==> src/rtl/produto_escalar.sv <==
// produto_escalar: sequential signed dot product of two 8-element vectors.
// One shared multiplier, one MAC step per clock. concluido rises 8 cycles
// after the accepted start edge.
// Optional build macro PRODUTO_ESCALAR_SAT_EN: the accumulator saturates to
// the signed 2*DATA_W range instead of wrapping.
module produto_escalar #(
  parameter int DATA_W = 32
) (
  input  logic                  clk_i,
  input  logic                  rst_n,
  input  logic [DATA_W-1:0]     a0,
  input  logic [DATA_W-1:0]     a1,
  input  logic [DATA_W-1:0]     a2,
  input  logic [DATA_W-1:0]     a3,
  input  logic [DATA_W-1:0]     a4,
  input  logic [DATA_W-1:0]     a5,
  input  logic [DATA_W-1:0]     a6,
  input  logic [DATA_W-1:0]     a7,
  input  logic [DATA_W-1:0]     b0,
  input  logic [DATA_W-1:0]     b1,
  input  logic [DATA_W-1:0]     b2,
  input  logic [DATA_W-1:0]     b3,
  input  logic [DATA_W-1:0]     b4,
  input  logic [DATA_W-1:0]     b5,
  input  logic [DATA_W-1:0]     b6,
  input  logic [DATA_W-1:0]     b7,
  input  logic                  iniciar,
  output logic                  concluido,
  output logic [2*DATA_W-1:0]   resultado
);

  localparam int RW = 2 * DATA_W;

  typedef enum logic [1:0] {
    OCIOSO     = 2'd0,
    CALCULANDO = 2'd1,
    CONCLUIDO  = 2'd2
  } estado_t;

  estado_t           state_q, state_d;
  logic [DATA_W-1:0] a_in [8];
  logic [DATA_W-1:0] b_in [8];
  logic [DATA_W-1:0] a_q  [8];
  logic [DATA_W-1:0] a_d  [8];
  logic [DATA_W-1:0] b_q  [8];
  logic [DATA_W-1:0] b_d  [8];
  logic [RW-1:0]     acc_q, acc_d;
  logic [RW-1:0]     res_q, res_d;
  logic [2:0]        idx_q, idx_d;
  logic              conc_q, conc_d;

  // Gather the flat operand ports into arrays indexed by element number.
  assign a_in[0] = a0;  assign b_in[0] = b0;
  assign a_in[1] = a1;  assign b_in[1] = b1;
  assign a_in[2] = a2;  assign b_in[2] = b2;
  assign a_in[3] = a3;  assign b_in[3] = b3;
  assign a_in[4] = a4;  assign b_in[4] = b4;
  assign a_in[5] = a5;  assign b_in[5] = b5;
  assign a_in[6] = a6;  assign b_in[6] = b6;
  assign a_in[7] = a7;  assign b_in[7] = b7;

  // Single shared multiplier fed only from captured operands, so there is
  // no combinational path from the operand ports to the outputs.
  logic [DATA_W-1:0]    a_sel, b_sel;
  logic signed [RW-1:0] a_ext, b_ext, prod;
  logic [RW-1:0]        mac_sum;

  assign a_sel = a_q[idx_q];
  assign b_sel = b_q[idx_q];
  assign a_ext = {{DATA_W{a_sel[DATA_W-1]}}, a_sel};
  assign b_ext = {{DATA_W{b_sel[DATA_W-1]}}, b_sel};
  // Low RW bits of the sign-extended product are the exact signed product.
  assign prod  = a_ext * b_ext;

`ifdef PRODUTO_ESCALAR_SAT_EN
  // One guard bit detects signed overflow of the running sum.
  logic [RW:0] sum_wide;
  assign sum_wide = {acc_q[RW-1], acc_q} + {prod[RW-1], prod};

  // Clamp to the most positive/negative value when the guard bit disagrees.
  always_comb begin
    mac_sum = sum_wide[RW-1:0];
    if (sum_wide[RW] != sum_wide[RW-1]) begin
      mac_sum = sum_wide[RW] ? {1'b1, {(RW-1){1'b0}}} : {1'b0, {(RW-1){1'b1}}};
    end
  end
`else
  // Plain modulo-2^RW accumulation.
  assign mac_sum = acc_q + prod;
`endif

  // Next-state and datapath update: start capture, MAC steps, completion.
  always_comb begin
    state_d = state_q;
    a_d     = a_q;
    b_d     = b_q;
    acc_d   = acc_q;
    idx_d   = idx_q;
    res_d   = res_q;
    conc_d  = conc_q;
    case (state_q)
      OCIOSO, CONCLUIDO: begin
        if (iniciar) begin
          a_d     = a_in;
          b_d     = b_in;
          acc_d   = '0;
          idx_d   = 3'd0;
          conc_d  = 1'b0;
          state_d = CALCULANDO;
        end
      end
      CALCULANDO: begin
        // iniciar is deliberately ignored here: no restart mid-computation.
        acc_d = mac_sum;
        idx_d = idx_q + 3'd1;
        if (idx_q == 3'd7) begin
          res_d   = mac_sum;
          conc_d  = 1'b1;
          state_d = CONCLUIDO;
        end
      end
      default: state_d = OCIOSO;
    endcase
  end

  // State register.
  always_ff @(posedge clk_i or negedge rst_n) begin
    if (!rst_n) state_q <= OCIOSO;
    else        state_q <= state_d;
  end

  // Datapath registers; reset discards any partial computation.
  always_ff @(posedge clk_i or negedge rst_n) begin
    if (!rst_n) begin
      for (int i = 0; i < 8; i++) begin
        a_q[i] <= '0;
        b_q[i] <= '0;
      end
      acc_q  <= '0;
      res_q  <= '0;
      idx_q  <= 3'd0;
      conc_q <= 1'b0;
    end else begin
      a_q    <= a_d;
      b_q    <= b_d;
      acc_q  <= acc_d;
      res_q  <= res_d;
      idx_q  <= idx_d;
      conc_q <= conc_d;
    end
  end

  assign concluido = conc_q;
  assign resultado = res_q;

endmodule

==> config.mk <==
export PLATFORM = sky130hd
export DESIGN_NAME = produto_escalar
export DESIGN_NICKNAME = d
export VERILOG_FILES = /design/src/rtl/produto_escalar.sv
export SDC_FILE = /design/constraint.sdc
export NUM_CORES = 2
export LEC_CHECK = 0
export CELL_PAD_IN_SITES_DETAIL_PLACEMENT = 0
export CELL_PAD_IN_SITES_GLOBAL_PLACEMENT = 1
export CORE_ASPECT_RATIO = 0.5
export CORE_MARGIN = 2
export CORE_UTILIZATION = 48
export CTS_BUF_LIST = sky130_fd_sc_hd__clkbuf_4
export DETAILED_ROUTE_END_ITERATION = 8
export PLACE_DENSITY_LB_ADDON = 0.1
export SKIP_CTS_REPAIR_TIMING = 1
export SLEW_MARGIN = 20
export SYNTH_ARGS = -nofsm -noshare
export SYNTH_HDL_FRONTEND = slang
export SYNTH_SLANG_ARGS = --single-unit
==> constraint.sdc <==
create_clock -name clk_i -period 14.16 [get_ports clk_i]
set_clock_uncertainty 0.1 [all_clocks]
set_input_delay 2.124 -clock clk_i [delete_from_list [all_inputs] [get_ports clk_i]]
set_output_delay 2.124 -clock clk_i [all_outputs]
set_load 0.01 [all_outputs]
==> results.tsv <==
metric	value	unit
synth_seq_area_share	0.2394	
finalCritPeriodShare	0.7889	
hpwl	193400	um
finalHoldViolations	0	
cts_tree	built	
cap_viol_max_count	0	
die_h	269.2	um
firstDrtPassIters	8	
areaGrowthSynthToFinish	14.74	%
drtAntennaViolNets	0	
yosysUniqueCellTypes	65	
clock-sinks	646	
port-buffer-count	579	
clk_latency	1.09	ns
netlist_top_cells_area	fa_1, dfrtp_1, nand2_1, inv_1, mux4_2	
synthArstFlopShare	1.000	
antenna_found_initial	25	
ios	580	
fillers	12800	
yosys.area_share.xor_xnor	0.008689	
synth_top_family_by_area	adder cells	
grt_max_degree	253	
synth_adder_area_share	0.3995	
hold_path.class	reg -> reg	
core	0.1398	mm^2
path_class	reg -> reg	
critPathMaxStageDelay	0.97	ns
worst_ep_required_time	15.08	ns
wl_per_cell	25.74	um
setup_viol	0	
slew_viol_final	0	
finalSetupTns	0	ns
grt_pass1_vias	56350	
drive_gt1_frac	0.07934	
status	finished, final reports clean	
routabilityCongestion	0.9841	
synth_cells	7178	
worst-path-max-fanout	50	
rsz0062_at_grt	no	
syn_area	0.06753	mm^2
dr_total_vias	52860	
synth_ff_type	dfrtp_1	
muxShareOfSynthArea	0.06522	
cp-start-kind	flop	
die_area	0.1439	mm^2
track_usage	0.3507	
initial_utilization	0.4830	
routed_wl	248800	um
endpoint_kind	flop	
synth_top_area_share	0.3587	
syn_nets	9123	
via_per_inst	5.467	
grt_overflow_total	0	
synth-simple-area-share	0.1641	
grt_pass1_wl	370400	um
synth-compound-area-share	0.03220	
cts_max_level	4	
first_iter_violations	4972	
yosys_warnings	0	
slew_headroom	0.1777	
ys_seq_elements	646	
arrival	12.09	ns
drc	0	
cts-root-buf	clkbuf_4	
crit_top_cell	fa_1	
die_w	534.5	um
final_nets	9603	
tightest_slew	1.199	ns
synth_edf_count	0	
syn_avg_cell_area	9.408	um^2
row_count	97	
clk_pin_slew_worst_paths	0.07	ns
yosys.area.top_type	fa_1	
cts_made_buffers	168	
cts_buffer_depth	4	
achievable-frequency	89.51	MHz
critPathSlowestCell	dfrtp_4	
min_period	11.17	ns
-- area by class of cell --
cell class              count  area, um^2  area share
multi-input cells        4900       45530      0.5876
flip-flops and latches    646       16180      0.2088
repair buffers            670        6623     0.08547
inverters                1272        4775     0.06162
well taps                1881        2354     0.03037
clock buffers             236        1772     0.02286
clock inverters            40       196.4    0.002535
diodes                     24       60.06   0.0007751
-- cells by family (layout without fill, tap and decap cells) --
group                    count (synthesis)  count (layout)
multiplexers                           269             269
buffers and inverters                 1632            2218
AO/OA/AOI/OAI                          299             299
other                                    0              24
adder cells (fa/ha/maj)               1430            1430
XOR/XNOR                                67              67
AND/OR/NAND/NOR                       2835            2835
flip-flops                             646             646
-- worst max-delay path, delay by kind of cell (launching register included) --
kind | cells | cell delay (ns)
AND/OR/NAND/NOR | 7 | 1.36
flip-flops | 1 | 0.97
adder cells (fa/ha/maj) | 9 | 4.46
AO/OA/AOI/OAI | 3 | 0.98
multiplexers | 2 | 1.16
buffers and inverters | 8 | 2.04
-- metal layers --
layer | global-route usage | wire [um] | vias to the layer above
met1 | 0.5250 | 109600 | 27320
met3 | 0.1022 | 27780 | 405
met5 | 0 | 25 | -
li1 | - | - | 22460
met2 | 0.4946 | 104200 | 2677
met4 | 0.09949 | 7291 | 4
-- final timing paths --
check / to / depth (start not counted) / slack (ns) / from
worst max-delay path: resultado[60]$_DFFE_PN0P_ / 29 / 2.99 / idx_q[0]$_DFFE_PN0P_
worst min-delay path: a_q[184]$_DFFE_PN0P_ / 2 / 0.37 / a_q[184]$_DFFE_PN0P_
worst max register to register: resultado[60]$_DFFE_PN0P_ / 29 / 2.99 / idx_q[0]$_DFFE_PN0P_
worst min register to register: a_q[184]$_DFFE_PN0P_ / 2 / 0.37 / a_q[184]$_DFFE_PN0P_
max in group asynchronous: a_q[150]$_DFFE_PN0P_ / 3 / 10.53 / rst_n
min in group asynchronous: b_q[102]$_DFFE_PN0P_ / 1 / 1.00 / rst_n
-- cell usage after synthesis, types with 13 or more instances --
library cell  instances
nor3_1               19
dfrtp_1             646
nand2b_1             27
nor2_1              451
a21o_1               38
o31ai_1              13
nand2_1            2193
nand3_1              27
fa_1               1210
mux2_2               88
a21oi_1              67
inv_1              1272
xnor2_1              47
nor2b_1              15
mux2i_1              53
o21ai_0              34
ha_1                220
and2_1               53
buf_1                18
a22o_1               52
clkbuf_1            330
xor2_1               20
mux4_2              128
nand4_1              16
-- per-stage QoR --
stage / instances / hold WS [ns] / cell area, um^2 / worst slack [ns] / util
floorplan: 7178 / 0.3403 / 67530 / 3.612 / -
global placement: 9367 / 0.3529 / 75380 / 3.065 / 0.5391
detailed placement: 9368 / 0.3572 / 75420 / 2.954 / 0.5394
CTS: 9644 / 0.3728 / 77390 / 3.029 / 0.5535
global route: 9666 / 0.3836 / 77480 / 2.281 / 0.5542
finish: 9669 / 0.3708 / 77490 / 2.989 / 0.5542
-- registers in the layout (all words and copies together), names as in the netlist --
name and count:
state_q 2, concluido 1, acc_q 64, resultado 64, idx_q 3, b_q 256, a_q 256
-- placed cells by master, fill, tap and decap left out, types with 12 or more instances in the layout --
cell type	count
diode_2	24
clkbuf_4	236
buf_4	79
inv_1	1272
mux4_2	128
mux2_2	88
xnor2_1	47
a22o_1	52
mux2i_4	18
nor3_1	19
nand4_1	16
ha_1	220
a21oi_1	67
nor2_1	450
o31ai_1	13
and2_1	52
clkdlybuf4s50_1	578
nand3_1	27
a21o_1	38
o21ai_0	34
nand2_1	2191
dfrtp_1	643
fa_1	1210
o21a_1	12
nor2b_1	13
mux2i_1	24
xor2_1	20
clkinv_1	28
nand2b_1	25
Power is left out: the tool's default activity adds up to more than one toggle a clock period on the data nets, which glitch-free logic cannot reach.
